File: config.mk
export PLATFORM = sky130hd
export DESIGN_NAME = sensor_frame_packer_flat
export DESIGN_NICKNAME = d
export VERILOG_FILES = /design/src/rtl/sensor_frame_packer_pkg.sv /design/src/rtl/sensor_frame_packer_if.sv /design/src/rtl/sensor_frame_packer_sample_trigger_gen.sv /design/src/rtl/sensor_frame_packer.sv /design/src/flat_wrapper.sv
export SDC_FILE = /design/constraint.sdc
export NUM_CORES = 1
export LEC_CHECK = 0
export ABC_CLOCK_PERIOD_IN_PS = 18010
export BUFFER_PORTS_ARGS = -buffer_cell sky130_fd_sc_hd__buf_2
export CORE_MARGIN = 1
export CORE_UTILIZATION = 59
export DETAILED_ROUTE_END_ITERATION = 10
export PLACE_DENSITY = 0.85
export SETUP_SLACK_MARGIN = 0.3
export SLEW_MARGIN = 40
export SYNTH_ARGS = -nofsm -noshare
export SYNTH_HDL_FRONTEND = slang
export SYNTH_SLANG_ARGS = --single-unit
File: constraint.sdc
create_clock -name clk -period 18.01 [get_ports clk]
set_input_delay 3.602 -clock clk [delete_from_list [all_inputs] [get_ports clk]]
set_output_delay 3.602 -clock clk [all_outputs]
set_load 0.005 [all_outputs]
File: src/rtl/sensor_frame_packer_pkg.sv
// Shared FSM encoding, frame offsets and mailbox bit positions for the sensor frame packer.
package sensor_frame_pkg;

   typedef enum logic [3:0] {
      S_IDLE,
      S_WR_HDR,
      S_WR_SEQ,
      S_WR_DATA,
      S_WR_CSUM,
      S_RD_ACK,
      S_WAIT_ACK,
      S_WR_SEQ_MB,
      S_WR_MB,
      S_DONE
   } state_t;

   localparam int OFS_HDR      = 0;
   localparam int OFS_SEQ      = 1;
   localparam int MB_VALID_BIT = 7;
   localparam int MB_BANK_BIT  = 0;

   // Header + sequence + payload bytes + checksum.
   function automatic int frame_len(input int num_ch, input int ch_w);
      return 3 + (num_ch * ch_w) / 8;
   endfunction

endpackage

File: src/rtl/sensor_frame_packer_if.sv
// Byte-wide fabric port (port B) of the QSPI-shared dual-port block RAM.
interface sensor_frame_packer_if #(
   parameter int ADDR_W = 32
) ();
   logic [ADDR_W-1:0] addr;
   logic [7:0]        data_out;
   logic [7:0]        data_in;
   logic              wen;

   modport master (output addr, output data_out, output wen, input data_in);
   modport slave  (input addr, input data_out, input wen, output data_in);
endinterface

File: src/rtl/sensor_frame_packer_sample_trigger_gen.sv
// Single-cycle sample trigger: free-running divider, or gated external request when SAMPLE_DIV is 0.
module sample_trigger_gen #(
   parameter int SAMPLE_DIV = 100_000
) (
   input  logic clk,
   input  logic Rst,
   input  logic enable,
   input  logic sample_req,
   output logic trig
);

   localparam int DIV_W = (SAMPLE_DIV > 1) ? $clog2(SAMPLE_DIV) : 1;

   generate
      if (SAMPLE_DIV == 0) begin : g_ext
         logic unused_clk_rst;
         assign unused_clk_rst = clk ^ Rst;
         assign trig = enable & sample_req;
      end else begin : g_int
         localparam logic [DIV_W-1:0] DIV_MAX = DIV_W'(SAMPLE_DIV - 1);
         logic [DIV_W-1:0] div_q;
         logic [DIV_W-1:0] div_d;
         logic             unused_sample_req;

         assign unused_sample_req = sample_req;

         // Dropping enable parks the divider at zero so re-enabling gives a full period.
         always_comb begin
            div_d = div_q;
            if (!enable) begin
               div_d = '0;
            end else if (div_q == DIV_MAX) begin
               div_d = '0;
            end else begin
               div_d = div_q + DIV_W'(1);
            end
         end

         always_ff @(posedge clk or posedge Rst) begin
            if (Rst) begin
               div_q <= '0;
            end else begin
               div_q <= div_d;
            end
         end

         assign trig = enable & (div_q == DIV_MAX);
      end
   endgenerate

endmodule

File: src/rtl/sensor_frame_packer.sv
// Snapshots NUM_CH sensor channels on a trigger and writes a checksummed frame into alternating RAM banks, then commits it through a mailbox.
module sensor_frame_packer
   import sensor_frame_pkg::*;
#(
   parameter int                NUM_CH      = 7,
   parameter int                CH_W        = 16,
   parameter int                ADDR_W      = 32,
   parameter logic [ADDR_W-1:0] BANK0_BASE  = 32'h0000_0000,
   parameter int                BANK_STRIDE = 32,
   parameter logic [ADDR_W-1:0] MB_ADDR     = 32'h0000_0040,
   parameter logic [7:0]        HDR_BYTE    = 8'hA5,
   parameter int                SAMPLE_DIV  = 100_000,
   parameter int                RD_LAT      = 1
) (
   input  logic                     clk,
   input  logic                     Rst,
   input  logic                     enable,
   input  logic                     sample_req,
   input  logic [NUM_CH*CH_W-1:0]   ch_data,
   sensor_frame_packer_if.master    ram,
   output logic                     busy,
   output logic                     frame_done,
   output logic [7:0]               seq,
   output logic [7:0]               overrun_cnt,
   output logic [7:0]               drop_cnt
);

   localparam int NB    = (NUM_CH * CH_W) / 8;
   localparam int L     = frame_len(NUM_CH, CH_W);
   localparam int CNT_W = $clog2(((NB > RD_LAT) ? NB : RD_LAT) + 1);

   localparam logic [CNT_W-1:0]  LAST_BYTE  = CNT_W'(NB - 1);
   localparam logic [CNT_W-1:0]  LAST_WAIT  = CNT_W'(RD_LAT - 1);
   localparam logic [ADDR_W-1:0] BANK1_BASE = BANK0_BASE + ADDR_W'(BANK_STRIDE);

   state_t                  state_q, state_d;
   logic [CNT_W-1:0]        cnt_q, cnt_d;
   logic [NUM_CH*CH_W-1:0]  snap_q, snap_d;
   logic [7:0]              csum_q, csum_d;
   logic                    bank_q, bank_d;
   logic [7:0]              seq_q, seq_d;
   logic [7:0]              overrun_q, overrun_d;
   logic [7:0]              drop_q, drop_d;

   logic                    trig;
   logic [ADDR_W-1:0]       addr_c;
   logic [7:0]              data_c;
   logic                    wen_c;
   logic [ADDR_W-1:0]       bank_base;
   logic [7:0]              seq_nxt;
   logic [7:0]              mb_byte;
   logic                    unused_data_in;

   sample_trigger_gen #(
      .SAMPLE_DIV (SAMPLE_DIV)
   ) u_trig (
      .clk        (clk),
      .Rst        (Rst),
      .enable     (enable),
      .sample_req (sample_req),
      .trig       (trig)
   );

   // Mailbox protocol: we write MB+1 = seq, then MB = {valid=1, bank}; the host
   // consumes the frame and acknowledges by clearing the valid bit. A valid bit
   // still set when we read MB back means the host missed the previous frame.
   always_comb begin
      state_d   = state_q;
      cnt_d     = cnt_q;
      snap_d    = snap_q;
      csum_d    = csum_q;
      bank_d    = bank_q;
      seq_d     = seq_q;
      overrun_d = overrun_q;
      drop_d    = drop_q;
      addr_c    = '0;
      data_c    = '0;
      wen_c     = 1'b0;
      bank_base = bank_q ? BANK1_BASE : BANK0_BASE;
      seq_nxt   = seq_q + 8'd1;
      mb_byte   = '0;
      mb_byte[MB_VALID_BIT] = 1'b1;
      mb_byte[MB_BANK_BIT]  = bank_q;

      if (trig && (state_q != S_IDLE) && (drop_q != 8'hFF)) begin
         drop_d = drop_q + 8'd1;
      end

      case (state_q)
         S_IDLE: begin
            if (trig) begin
               snap_d  = ch_data;
               csum_d  = '0;
               cnt_d   = '0;
               state_d = S_WR_HDR;
            end
         end
         S_WR_HDR: begin
            addr_c  = bank_base + ADDR_W'(OFS_HDR);
            data_c  = HDR_BYTE;
            wen_c   = 1'b1;
            csum_d  = csum_q ^ HDR_BYTE;
            state_d = S_WR_SEQ;
         end
         S_WR_SEQ: begin
            addr_c  = bank_base + ADDR_W'(OFS_SEQ);
            data_c  = seq_nxt;
            wen_c   = 1'b1;
            csum_d  = csum_q ^ seq_nxt;
            state_d = S_WR_DATA;
         end
         S_WR_DATA: begin
            // Shifting the snapshot right yields channels low-first, each little-endian.
            addr_c = bank_base + ADDR_W'(OFS_SEQ + 1) + ADDR_W'(cnt_q);
            data_c = snap_q[7:0];
            wen_c  = 1'b1;
            csum_d = csum_q ^ snap_q[7:0];
            snap_d = snap_q >> 8;
            if (cnt_q == LAST_BYTE) begin
               cnt_d   = '0;
               state_d = S_WR_CSUM;
            end else begin
               cnt_d = cnt_q + CNT_W'(1);
            end
         end
         S_WR_CSUM: begin
            addr_c  = bank_base + ADDR_W'(L - 1);
            data_c  = csum_q;
            wen_c   = 1'b1;
            state_d = S_RD_ACK;
         end
         S_RD_ACK: begin
            addr_c  = MB_ADDR;
            cnt_d   = '0;
            state_d = S_WAIT_ACK;
         end
         S_WAIT_ACK: begin
            addr_c = MB_ADDR;
            if (cnt_q == LAST_WAIT) begin
               if (ram.data_in[MB_VALID_BIT] && (overrun_q != 8'hFF)) begin
                  overrun_d = overrun_q + 8'd1;
               end
               cnt_d   = '0;
               state_d = S_WR_SEQ_MB;
            end else begin
               cnt_d = cnt_q + CNT_W'(1);
            end
         end
         S_WR_SEQ_MB: begin
            addr_c  = MB_ADDR + ADDR_W'(1);
            data_c  = seq_nxt;
            wen_c   = 1'b1;
            state_d = S_WR_MB;
         end
         S_WR_MB: begin
            addr_c  = MB_ADDR;
            data_c  = mb_byte;
            wen_c   = 1'b1;
            state_d = S_DONE;
         end
         S_DONE: begin
            seq_d   = seq_nxt;
            bank_d  = ~bank_q;
            state_d = S_IDLE;
         end
         default: begin
            state_d = S_IDLE;
         end
      endcase
   end

   always_ff @(posedge clk or posedge Rst) begin
      if (Rst) begin
         state_q   <= S_IDLE;
         cnt_q     <= '0;
         snap_q    <= '0;
         csum_q    <= '0;
         bank_q    <= 1'b0;
         seq_q     <= 8'hFF;
         overrun_q <= '0;
         drop_q    <= '0;
      end else begin
         state_q   <= state_d;
         cnt_q     <= cnt_d;
         snap_q    <= snap_d;
         csum_q    <= csum_d;
         bank_q    <= bank_d;
         seq_q     <= seq_d;
         overrun_q <= overrun_d;
         drop_q    <= drop_d;
      end
   end

   // RAM strobes decode straight from the state register, so an async reset kills wen at once.
   assign ram.addr       = addr_c;
   assign ram.data_out   = data_c;
   assign ram.wen        = wen_c;
   assign unused_data_in = ^ram.data_in;

   assign busy        = (state_q != S_IDLE);
   assign frame_done  = (state_q == S_DONE);
   assign seq         = seq_q;
   assign overrun_cnt = overrun_q;
   assign drop_cnt    = drop_q;

endmodule

File: src/flat_wrapper.sv
// flat-port wrapper written by rule: the top's interface ports become plain ports
module sensor_frame_packer_flat import sensor_frame_pkg::*;
#(
   parameter int                NUM_CH      = 7,
   parameter int                CH_W        = 16,
   parameter int                ADDR_W      = 32,
   parameter logic [ADDR_W-1:0] BANK0_BASE  = 32'h0000_0000,
   parameter int                BANK_STRIDE = 32,
   parameter logic [ADDR_W-1:0] MB_ADDR     = 32'h0000_0040,
   parameter logic [7:0]        HDR_BYTE    = 8'hA5,
   parameter int                SAMPLE_DIV  = 100_000,
   parameter int                RD_LAT      = 1
)
  (clk, Rst, enable, sample_req, ch_data, busy, frame_done, seq, overrun_cnt, drop_cnt, ram_addr, ram_data_out, ram_wen, ram_data_in);
  sensor_frame_packer_if #(.ADDR_W(ADDR_W)) ram_i ();
  input  logic clk;
  input  logic Rst;
  input  logic enable;
  input  logic sample_req;
  input  logic [NUM_CH*CH_W-1:0] ch_data;
  output logic busy;
  output logic frame_done;
  output logic [7:0] seq;
  output logic [7:0] overrun_cnt;
  output logic [7:0] drop_cnt;
  output wire logic [$bits(ram_i.addr)-1:0] ram_addr;
  output wire logic [$bits(ram_i.data_out)-1:0] ram_data_out;
  output wire logic [$bits(ram_i.wen)-1:0] ram_wen;
  input wire logic [$bits(ram_i.data_in)-1:0] ram_data_in;
  assign ram_addr = ram_i.addr;
  assign ram_data_out = ram_i.data_out;
  assign ram_wen = ram_i.wen;
  assign ram_i.data_in = ram_data_in;
  sensor_frame_packer #(.NUM_CH(NUM_CH), .CH_W(CH_W), .ADDR_W(ADDR_W), .BANK0_BASE(BANK0_BASE), .BANK_STRIDE(BANK_STRIDE), .MB_ADDR(MB_ADDR), .HDR_BYTE(HDR_BYTE), .SAMPLE_DIV(SAMPLE_DIV), .RD_LAT(RD_LAT)) u_core (.clk(clk), .Rst(Rst), .enable(enable), .sample_req(sample_req), .ch_data(ch_data), .ram(ram_i), .busy(busy), .frame_done(frame_done), .seq(seq), .overrun_cnt(overrun_cnt), .drop_cnt(drop_cnt));
endmodule
# --- Word-level counts from Yosys, hierarchy flattened ---
# Index checks and enable logic that the tools add are counted.
totals:
  regBits: 170
  in_bits: 124
  out_inout_bits: 67
classes:
  n_addsub: 9
  n_eq_ne: 16
  bitwise: 6
  muxes: 18
  reduce_logical: 19
ops:
  columns: ["cell", "count"]
  rows:
  - ["one-hot mux 112 bit (2 select lines)", 1]
  - ["one-hot mux 32 bit (6 select lines)", 1]
  - ["two-way mux 112 bit", 1]
  - ["one-hot mux 8 bit (5 select lines)", 1]
  - ["one-hot mux 4 bit (9 select lines)", 1]
  - ["two-way mux 17 bit", 2]
  - ["adder 32 x 1 -> 32 bit, second input constant", 1]
  - ["adder 32 x 2 -> 32 bit, second input constant", 1]
  - ["adder 32 x 4 -> 32 bit", 1]
  - ["adder 32 x 5 -> 32 bit, second input constant", 1]
  - ["one-hot mux 8 bit (4 select lines)", 1]
  - ["adder 8 x 1 -> 8 bit, second input constant", 3]
  - ["two-way mux 4 bit", 6]
  - ["adder 17 x 1 -> 17 bit, second input constant", 1]
  - ["equality test 17 bit, second input constant", 1]
  - ["equality test 4 x 3 -> 1 bit, second input constant", 4]
  - ["!= test 8 bit, second input constant", 2]
  - ["one-hot mux 4 bit (4 select lines)", 1]
  - ["XOR 8 bit", 2]
  - ["equality test 4 bit, second input constant", 3]
  - ["nonzero test 4 bit", 3]
  - ["AND reduction 3 bit", 3]
  - ["equality test 4 x 2 -> 1 bit, second input constant", 2]
  - ["logical NOT 4 bit", 2]
  - ["other kinds (16)", 23]

# --- Logic depth before layout (Yosys ltp) ---
# Gate-level depths: netlist of run 1.
depth:
  depth_word: 4
  depth_mapped: 9

# --- Modules after synthesis ---
# Synthesis of run 1 repeated with hierarchy kept, for this count alone.
hier_totals:
  cells_unflattened: 905
  area_unflattened_um2: 8294.2
by_module_without_submodules:
  columns: ["mod", "cells_per_inst", "instances", "area_each_um2"]
  rows:
  - ["sensor_frame_packer", 818, 1, 7408.4]
  - ["sample_trigger_gen", 87, 1, 885.8]

# --- Worst setup path after synthesis of run 1 ---
# No wires, ideal clock.
synth_timing:
  path_kind: "reg-to-output"
  from: "register u_core.seq_q[2] (netlist: u_core.seq[2])"
  to: "output port ram_data_out[7]"
  path_buffers: 1
  stages_incl_launch_ff: 6
  slack_ns: 12.768
  arrival_time_ns: 1.640
  path_cell_list: "dfstp_2 > clkbuf_1 > nand4_1 > or3_1 > and2_1 > o221ai_1"
synth_between:
  elab_chain_cells: 2
synth_rtl:
  columns: ["item", "line", "source"]
  rows:
  - ["from (decl)", "sensor_frame_packer.sv:41", "logic [7:0] seq_q, seq_d;"]
  - ["from (signal assigned)", "sensor_frame_packer.sv:188", "seq_q <= seq_d;"]
  - ["adder 8 x 1 -> 8 bit", "sensor_frame_packer.sv:80", "seq_nxt = seq_q + 8'd1;"]
  - ["one-hot mux 8 bit (5 select lines)", "sensor_frame_packer.sv:89", "case (state_q)"]
  - ["to (decl)", "flat_wrapper.sv:27", "output wire logic [$bits(ram_i.data_out)-1:0] ram_data_out;"]
# No other way between the ends.

# --- Final worst setup path of run 1 ---
layout_timing:
  from: "register u_core.state_q[0]"
  to: "output port ram_data_out[1]"
layout_between:
  elab_chain_cells: 3
  elab_cells_between_ends: 8
layout_rtl:
  columns: ["item", "line", "source"]
  rows:
  - ["from (decl)", "sensor_frame_packer.sv:36", "state_t state_q, state_d;"]
  - ["from (signal assigned)", "sensor_frame_packer.sv:183", "state_q <= state_d;"]
  - ["equality test 4 x 2 -> 1 bit / equality test 4 x 3 -> 1 bit (equally long branches)", "sensor_frame_packer.sv:89", null]
  - ["OR reduction 2 bit (no line)", null, null]
  - ["one-hot mux 8 bit (5 select lines) *", "sensor_frame_packer.sv:89", null]
# Every way passes the cells marked *; elsewhere a longest branch is shown, timed or not.

==> results of run 1 <==
[cells by family after synthesis]
kind of cell,Yosys count
XOR/XNOR,46
other,1
buffers and inverters,101
AND/OR/NAND/NOR,158
adder cells (fa/ha/maj),8
multiplexers,7
flip-flops,170
AO/OA/AOI/OAI,287
[worst min path at each step]
stage	startpoint	to	slack, ns	depth (start not counted)
floorplan	u_core.csum_q[3]	u_core.csum_q[3]	0.45	1
global placement	u_core.csum_q[5]	u_core.csum_q[5]	0.47	1
detailed placement	u_core.bank_q	u_core.bank_q	0.48	1
CTS	u_core.csum_q[3]	u_core.csum_q[3]	0.49	1
global route	u_core.csum_q[3]	u_core.csum_q[3]	0.50	1
finish	u_core.csum_q[3]	u_core.csum_q[3]	0.49	1
[layout make-up]
class                           count  share of cell area [%]
Sequential cell                   170                    43.6
Clock inverter                     13                    1.60
Tap cell                          180                    2.30
Clock buffer                       19                    4.63
Inverter                           19                   0.806
Timing Repair Buffer              162                    8.74
Multi-Input combinational cell    531                    38.3
[registers in the layout (all words and copies together) (netlist names)]
register	count
u_core.csum_q	8
u_core.drop_cnt	8
u_core.bank_q	1
u_core.seq	8
u_core.state_q	4
u_core.u_trig.g_int.div_q	17
u_core.overrun_cnt	8
u_core.snap_q	112
u_core.cnt_q	4
[worst max-delay path: cells and delay by family, from the launching register on]
| family | cells | cell delay [ns] |
|---|---|---|
| buffers and inverters | 2 | 0.43 |
| DFF | 1 | 0.87 |
| AOI/OAI and AO/OA | 2 | 0.25 |
| and+or+nand+nor | 1 | 0.70 |
[per-stage QoR]
step                      utilization (%)  power (mW)  hold slack (ns)  setup slack, ns
after floorplan                         -       0.406            0.450             9.82
after global placement               65.4       0.418            0.467            12.13
after detailed placement             65.6       0.419            0.479            12.17
after CTS                            69.9       0.793            0.491            11.66
after global routing                 70.2       0.814            0.504            11.60
final                                70.2       0.789            0.488            11.73
[report_power, final]
part / leakage, nW / internal [mW] / switching (mW)
Combinational: 1.94 / 0.0123 / 0.0149
Clock: 0.292 / 0.216 / 0.161
Sequential: 2.30 / 0.383 / 0.00146
Total: 4.54 / 0.611 / 0.178
[synthesized netlist by cell type, types with 4 or more instances]
| cell | instances |
|---|---|
| a211o_1 | 6 |
| a21oi_1 | 9 |
| a31oi_1 | 4 |
| and3_1 | 8 |
| buf_1 | 5 |
| buf_2 | 4 |
| buf_4 | 25 |
| buf_6 | 17 |
| clkbuf_1 | 31 |
| dfrtp_1 | 162 |
| dfstp_2 | 8 |
| ha_1 | 8 |
| inv_1 | 19 |
| mux2_2 | 4 |
| nand2_1 | 32 |
| nand2b_1 | 6 |
| nand3_1 | 24 |
| nand4_1 | 12 |
| nor2_1 | 37 |
| nor3_1 | 8 |
| o21a_1 | 104 |
| o21ai_0 | 29 |
| o22a_1 | 105 |
| or3_1 | 5 |
| xnor2_1 | 24 |
| xor2_1 | 22 |
[per-layer routing]
metal / up-vias / share of wire [%] / global-route usage (%)
met5: - / 0 / 0
met4: 0 / 1.2 / 8.41
met3: 22 / 7.3 / 8.19
met2: 214 / 48 / 42.0
met1: 3212 / 43 / 35.1
li1: 3061 / - / -
==> results.json, run 1 <==
{
  "synth-main-ff-cell": "dfrtp_1",
  "synthToLayoutAreaGrowth_pct": 15.3,
  "synth-simple-area-share_pct": 9.62,
  "endpoint": "ram_data_out[1]",
  "clock_path_buffers": 2,
  "initial_core_util_pct": 60.9,
  "placed_cell_area_mm2": 0.00914,
  "die_area_mm2": 0.0149,
  "worst_path_max_delay_cell": "dfrtp_1",
  "critical_path.reg2reg.startpoint": "u_core.state_q[0]",
  "antenna_cells": 0,
  "mostFrequentLayoutCell": "dfrtp_1",
  "antenna_found_initial": 0,
  "drt_iter0_markers": 573,
  "hold_violations": 0,
  "worst_hold_path_type": "flip-flop to flip-flop",
  "cts_tree": "yes",
  "synthMuxAreaShare_pct": 0.885,
  "r2r_slack_ns": 14.93,
  "yosysSeqAreaShare_pct": 50.3,
  "path_max_fanout": 23,
  "timing.rr.end": "u_core.snap_q[22]",
  "die_x_um": 122,
  "slew_headroom_pct": 45.6,
  "syn-mean-instance-area_um2": 10.9,
  "synth-seq-cells": 170,
  "synth_edf_count": 0,
  "h-tree-depth": 4,
  "synth_top_area_share_pct": 47.8,
  "r2r_cells": 5,
  "synth_top_area_cell": "dfrtp_1",
  "route.detailed.drc": 0,
  "p_leak_nw": 4.54,
  "cp-startpoint": "u_core.state_q[0]",
  "p_per_area_mw_per_mm2": 80.7,
  "worstSetupEndpointType": "primary output",
  "grt_pass1_vias": 6156,
  "wirelength_mm": 19.0,
  "cts.root.buffer_cell": "clkbuf_16",
  "dp_cells": 1061,
  "cp_cell_sequence": "nor4bb_2 > buf_4 > a22oi_1 > o21ai_0 > buf_2",
  "grt_pass1_wl_mm": 30.5,
  "ant_nets": 0,
  "firstDrtPassIters": 6,
  "tightest_slew_ns": 0.810,
  "grt_max_degree": 105,
  "path_class": "flip-flop to primary output",
  "final_area_mm2": 0.00978,
  "fin_cells": 1094,
  "rsz0062_at_grt": "false",
  "arrival_ns": 2.68,
  "gp_congestion": 0.832,
  "fin_nets": 1033,
  "seq_area_mm2": 0.00426,
  "synth_top_family_by_area": "compound AO/OA/AOI/OAI gates",
  "numCtsBuffers": 17,
  "cp.required_ns": 14.41,
  "clock.fmax_mhz": 159,
  "coreArea_mm2": 0.0139,
  "drv_slew": 0,
  "final_layout_size_suffix_gt1_share_pct": 24.1,
  "critPathMaxStageDelay_ns": 0.87,
  "finalSetupViolCount": 0,
  "clock-sinks": 170,
  "nFillCells": 1047,
  "min_period_over_period_pct": 34.9,
  "row_count": 43,
  "yosys-top-cells-area": "dfrtp_1, o22a_1, o21a_1, dfstp_2, xnor2_1",
  "vias": 6509,
  "synthAdderAreaFrac_pct": 1.18,
  "synthDistinctLibCells": 56,
  "die_h_um": 122,
  "drt-vias-per-instance": 5.95,
  "gr-usage-all-layers_pct": 26.6,
  "holdBufCountCts": 0,
  "async_reset_ff_share_pct": 100,
  "synth_compound_area_share_pct": 26.1,
  "ir_worst_vdd_uv": 68.9,
  "yosys.area_share.xor_xnor_pct": 4.75,
  "io_buffers": 157,
  "postCtsSetupRepairBufs": 0,
  "overflow": 0,
  "min_period_ns": 6.28,
  "syn_inst": 778,
  "wl_per_cell_um": 17.4,
  "cts_resized": 0,
  "yosysWarnings": 0,
  "multi_input_area_mm2": 0.00375,
  "drv_cap": 0,
  "fin_tns_setup_ns": 0,
  "clk_latency_ns": 0.43,
  "layout_common_cells": "dfrtp_1, buf_2, o22a_1",
  "status": "finished clean",
  "fin_skew_ns": 0.00860,
  "cts.clk_slew.worst_paths_ns": 0.06,
  "io_pins": 191,
  "netlist_area_mm2": 0.00848,
  "dp_hpwl_mm": 12.1,
  "start_kind": "flip-flop"
}
Power figures use the tool's default switching activity.
==> inputs of run 2 (changes only) <==
Settings changed: ABC_CLOCK_PERIOD_IN_PS 18010 to 5040, CORE_UTILIZATION 59 to 49, PLACE_DENSITY 0.85 to 0.75.
Clock period 18.01 ns to 5.04 ns, I/O delays scaled along.
==> run 2 against run 1 <==
Combinational power grew to 3.6 times the previous value. Utilization fell by 12 points. Clock skew is 0.0011 ns higher. Total power grew to 3.4 times the previous value. Critical path depth unchanged. Count of clock-buffer cells in the layout is 1 higher. Routed wire length up 1.4%. Clock power grew to 3.2 times the previous value. Via count shrank 2.3%. Non-clock buffer count is 3 higher. First-iteration DRC count decreased by 19%. Global-route usage fell by 4.1 points. Critical endpoint unchanged.
==> results.json, run 2 (synthesis gave the netlist of run 1 again) <==
{
  "status": "finished clean",
  "p_leak_nw": 4.53,
  "postCtsSetupRepairBufs": 0,
  "drv_slew": 0,
  "cts.root.buffer_cell": "clkbuf_16",
  "ant_nets": 0,
  "fin_tns_setup_ns": 0,
  "cts_resized": 0,
  "nFillCells": 1455,
  "critical_path.top_delay_family": "flip-flops",
  "gr-usage-all-layers_pct": 22.5,
  "firstDrtPassIters": 4,
  "worst_path_max_delay_cell": "dfrtp_1",
  "worst-path-buf-inv": 2,
  "io_buffers": 157,
  "slew_headroom_pct": 45.7,
  "h-tree-depth": 4,
  "die_h_um": 134,
  "overflow": 0,
  "critPathMaxStageDelay_ns": 0.85,
  "clock-sinks": 170,
  "grt_pass1_vias": 6248,
  "wl_per_cell_um": 16.9,
  "drt_iter0_markers": 466,
  "path_class": "flip-flop to primary output",
  "clk_latency_ns": 0.43,
  "largest_registers": "u_core.snap_q (112), u_core.u_trig.g_int.div_q (17)",
  "hold_violations": 0,
  "row_count": 47,
  "fin_nets": 1036,
  "finalSetupViolCount": 0,
  "clock.fmax_mhz": 274,
  "largest_register_ffs": 112,
  "cp_cell_sequence": "nor4bb_2 > buf_4 > a22oi_1 > o21ai_0 > buf_2",
  "io_pins": 191,
  "p_per_area_mw_per_mm2": 275,
  "drv_cap": 0,
  "start_kind": "flip-flop",
  "layout_common_cells": "dfrtp_1, buf_2, o22a_1",
  "cp.required_ns": 4.03,
  "numCtsBuffers": 17,
  "mostFrequentLayoutCell": "dfrtp_1",
  "fin_skew_ns": 0.00969,
  "ir_worst_vdd_uv": 234,
  "worstSetupEndpointType": "primary output",
  "min_period_over_period_pct": 72.5,
  "gp_congestion": 0.845,
  "final_layout_size_suffix_gt1_share_pct": 24.2,
  "vias": 6360,
  "worst_hold_path_type": "flip-flop to flip-flop",
  "initial_core_util_pct": 50.6,
  "clock_path_buffers": 2,
  "dp_hpwl_mm": 12.9,
  "drt-vias-per-instance": 5.59,
  "die_area_mm2": 0.0178,
  "arrival_ns": 2.65,
  "antenna_found_initial": 3,
  "rsz0062_at_grt": "false",
  "coreArea_mm2": 0.0168,
  "hold_slack_ns": 0.486,
  "die_x_um": 134,
  "holdBufCountCts": 0,
  "min_period_ns": 3.65,
  "cts_tree": "yes",
  "route.detailed.drc": 0,
  "wirelength_mm": 19.3,
  "top_register": "u_core.snap_q",
  "grt_max_degree": 105,
  "path_max_fanout": 23,
  "cts.clk_slew.worst_paths_ns": 0.06,
  "tightest_slew_ns": 0.814,
  "synthToLayoutAreaGrowth_pct": 15.5,
  "grt_pass1_wl_mm": 31.5
}
run 2: cell count changes in the layout (fill, tap and decap cells not counted), sizes merged:
cell	before	now
buf	162	165
bufinv	2	0
clkbuf	19	20
clkinv	2	7
diode	0	1
inv	25	21
run 2: path summary, 6_finish.rpt:
path	start	endpoint	slack, ns	cells after the start
max	u_core.state_q[0]	ram_data_out[1]	1.39	5
min	u_core.csum_q[4]	u_core.csum_q[4]	0.49	1
max reg2reg	u_core.state_q[0]	u_core.snap_q[14]	1.81	5
min reg2reg	u_core.csum_q[4]	u_core.csum_q[4]	0.49	1
max in group asynchronous	Rst	u_core.snap_q[15]	3.54	4
min in group asynchronous	Rst	u_core.snap_q[89]	0.67	3
run 2: per-stage QoR:
step           util (%)  cell area (um2)  setup WS [ns]  power, mW  cells
2_1_floorplan         -             8580           1.87       1.45    802
3_3_place_gp       54.8             9190           1.62       1.50   1103
3_5_place_dp       55.1             9240           1.66       1.50   1105
4_1_cts            58.4             9790           1.17       2.73   1137
5_1_grt            58.5             9800           1.22       2.79   1138
6_report           58.5             9800           1.39       2.69   1138
run 2: where the power goes:
part | total, mW | leakage, nW | internal, mW | switching, mW
sequential | 1.38 | 2.30 | 1.37 | 0.00550
clock | 1.22 | 0.267 | 0.662 | 0.557
combinational | 0.0979 | 1.96 | 0.0445 | 0.0534
total | 2.69 | 4.53 | 2.08 | 0.616
run 2: cell type report:
class	instances	area, um2	area share, %
Clock inverter	12	91.3	0.932
Timing Repair Buffer	165	898	9.16
Inverter	19	75.1	0.766
Multi-Input combinational cell	531	3740	38.1
Tap cell	220	275	2.81
Clock buffer	20	457	4.66
Antenna cell	1	2.50	0.0255
Sequential cell	170	4260	43.5
run 2: layer usage:
metal  vias to the layer above  part of all wire, %  track usage (%)
met3                        26                  6.5             7.42
met4                         4                  1.7             7.07
met2                       194                   46             34.1
met5                         -                 0.14                0
li1                       3063                    -                -
met1                      3073                   45             30.6
run 2: worst reg2reg max path, cell delays in order (launching register included):
cell,delay [ns]
dfrtp_1,0.67
or4_1,0.86
or3_4,0.65
nand2_4,0.14
buf_6,0.58
o21a_1,0.28
==> inputs of run 3 (changes only) <==
Settings changed: ABC_CLOCK_PERIOD_IN_PS 5040 to 3700, CORE_UTILIZATION 49 to 55, PLACE_DENSITY 0.75 to 0.8.
Clock period 5.04 ns to 3.7 ns, I/O delays scaled along.
==> run 3 against run 2 <==
Clock skew rose by 0.00088 ns. Count of clock-buffer cells in the layout rose by 1. Utilization rose by 6.7 points. Hold slack got worse by 0.22 ns. Sequential share of layout area fell by 0.32 points. Die area fell by 11%. Register-to-register slack got worse by 0.92 ns. Critical path depth fell by 1. Critical path type unchanged. Largest power group unchanged. Highest routed layer unchanged.
==> results.json, run 3 (synthesis gave the netlist of run 1 again) <==
{
  "p_leak_nw": 4.59,
  "final_area_mm2": 0.00988,
  "largest_register_ffs": 112,
  "postCtsSetupRepairBufs": 0,
  "wl_per_cell_um": 16.9,
  "nFillCells": 1231,
  "finalSetupViolCount": 0,
  "layout_common_cells": "dfrtp_1, buf_2, o22a_1",
  "largest_registers": "u_core.snap_q (112), u_core.u_trig.g_int.div_q (17)",
  "drv_cap": 0,
  "slew_headroom_pct": 46.9,
  "clk_latency_ns": 0.43,
  "clock-sinks": 170,
  "p_per_area_mw_per_mm2": 371,
  "row_count": 45,
  "worst_path_max_delay_cell": "dfrtp_1",
  "cp_cell_sequence": "xnor2_1 > nand3b_1 > o211ai_1 > buf_2",
  "fin_nets": 1046,
  "seq_area_mm2": 0.00426,
  "numCtsBuffers": 17,
  "synthToLayoutAreaGrowth_pct": 16.4,
  "grt_pass1_vias": 6229,
  "antenna_cells": 0,
  "cp.required_ns": 2.96,
  "die_area_mm2": 0.0159,
  "drt-vias-per-instance": 5.76,
  "min_period_over_period_pct": 83.1,
  "ant_nets": 0,
  "grt_max_degree": 109,
  "top_register": "u_core.snap_q",
  "initial_core_util_pct": 56.0,
  "die_h_um": 126,
  "firstDrtPassIters": 4,
  "final_layout_size_suffix_gt1_share_pct": 24.8,
  "worst-path-buf-inv": 1,
  "route.detailed.drc": 0,
  "dp_hpwl_mm": 12.7,
  "cts_tree": "yes",
  "rsz0062_at_grt": "false",
  "start_kind": "flip-flop",
  "mostFrequentLayoutCell": "dfrtp_1",
  "coreArea_mm2": 0.0151,
  "hold_violations": 0,
  "fin_tns_setup_ns": 0,
  "gr-usage-all-layers_pct": 25.0,
  "cts.root.buffer_cell": "clkbuf_16",
  "worstSetupEndpointType": "primary output",
  "h-tree-depth": 4,
  "critical_path.top_delay_family": "flip-flops",
  "io_pins": 191,
  "die_x_um": 126,
  "vias": 6418,
  "grt_pass1_wl_mm": 31.3,
  "arrival_ns": 2.33,
  "worst_hold_path_type": "input pin to async pin",
  "drv_slew": 0,
  "status": "finished clean",
  "cts.clk_slew.worst_paths_ns": 0.06,
  "min_period_ns": 3.07,
  "gp_congestion": 0.831,
  "overflow": 0,
  "path_class": "flip-flop to primary output",
  "placed_cell_area_mm2": 0.00933,
  "fin_skew_ns": 0.0106,
  "io_buffers": 157,
  "wirelength_mm": 18.8,
  "multi_input_area_mm2": 0.00374,
  "path_max_fanout": 24,
  "clock.fmax_mhz": 325,
  "tightest_slew_ns": 0.797,
  "antenna_found_initial": 1,
  "critPathMaxStageDelay_ns": 0.80,
  "drt_iter0_markers": 470,
  "ir_worst_vdd_uv": 503,
  "clock_path_buffers": 2
}
## run 3: cell count changes in the layout (fill, tap and decap cells not counted), sizes merged
| cell | change |
|---|---|
| inv | +1 |
| buf | +10 |
| clkinv | -4 |
| clkinvlp | +2 |
| clkbuf | +1 |
| diode | -1 |
## run 3: final timing paths
kind | cells after the start | from | to | slack, ns
max in group asynchronous | 6 | Rst | u_core.snap_q[14] | 2.40
setup reg to reg | 6 | u_core.u_trig.g_int.div_q[14] | u_core.snap_q[19] | 0.89
min in group clk | 1 | u_core.overrun_cnt[5] | u_core.overrun_cnt[5] | 0.48
setup / recovery | 4 | u_core.state_q[2] | ram_data_out[3] | 0.63
hold / removal | 2 | Rst | u_core.snap_q[105] | 0.26
hold reg to reg | 1 | u_core.overrun_cnt[5] | u_core.overrun_cnt[5] | 0.48
## run 3: area by class of cell
cell class / count / share of cell area [%]
clock buffer: 21 / 4.56
sequential: 170 / 43.2
timing repair buffer: 175 / 10.4
clock inverter: 11 / 0.900
tap: 188 / 2.38
multi-input combinational: 531 / 37.9
inverter: 19 / 0.760
## run 3: repair_timing
item | CTS | global route
resized for setup | 0 | 1
hold buffers | 0 | 0
setup endpoints to repair | 0 | 4
hold endpoints to repair | 0 | 0
## run 3: report_power, final
part / switching (mW) / internal [mW]
logic: 0.0751 / 0.0700
registers: 0.00731 / 1.87
clock network: 0.760 / 0.887
total: 0.842 / 2.82
## run 3: worst register-to-register path: cells and delay by family (launching register included)
kind	cells	cell delay, ns
buffers and inverters	1	0.48
AO/OA/AOI/OAI	1	0.21
AND/OR/NAND/NOR	4	1.65
flip-flops	1	0.40
## run 3: through the flow
step	hold WS (ns)	utilization, %	total power, mW	std cells	setup slack (ns)
finish	0.265	65.2	3.67	1115	0.625
global route	0.265	65.2	3.80	1115	0.442
CTS	0.261	65.2	3.70	1115	0.488
detailed placement	0.476	61.6	2.06	1083	0.891
global placement	0.467	61.2	2.05	1081	0.914
floorplan	0.450	-	1.98	802	0.798
## run 3: routing by layer
layer / vias up / track usage, % / routed length (um)
li1: 3082 / - / -
met1: 3151 / 33.9 / 8540
met2: 162 / 38.7 / 8880
met3: 21 / 7.22 / 1130
met4: 2 / 7.87 / 238
met5: - / 0 / 10
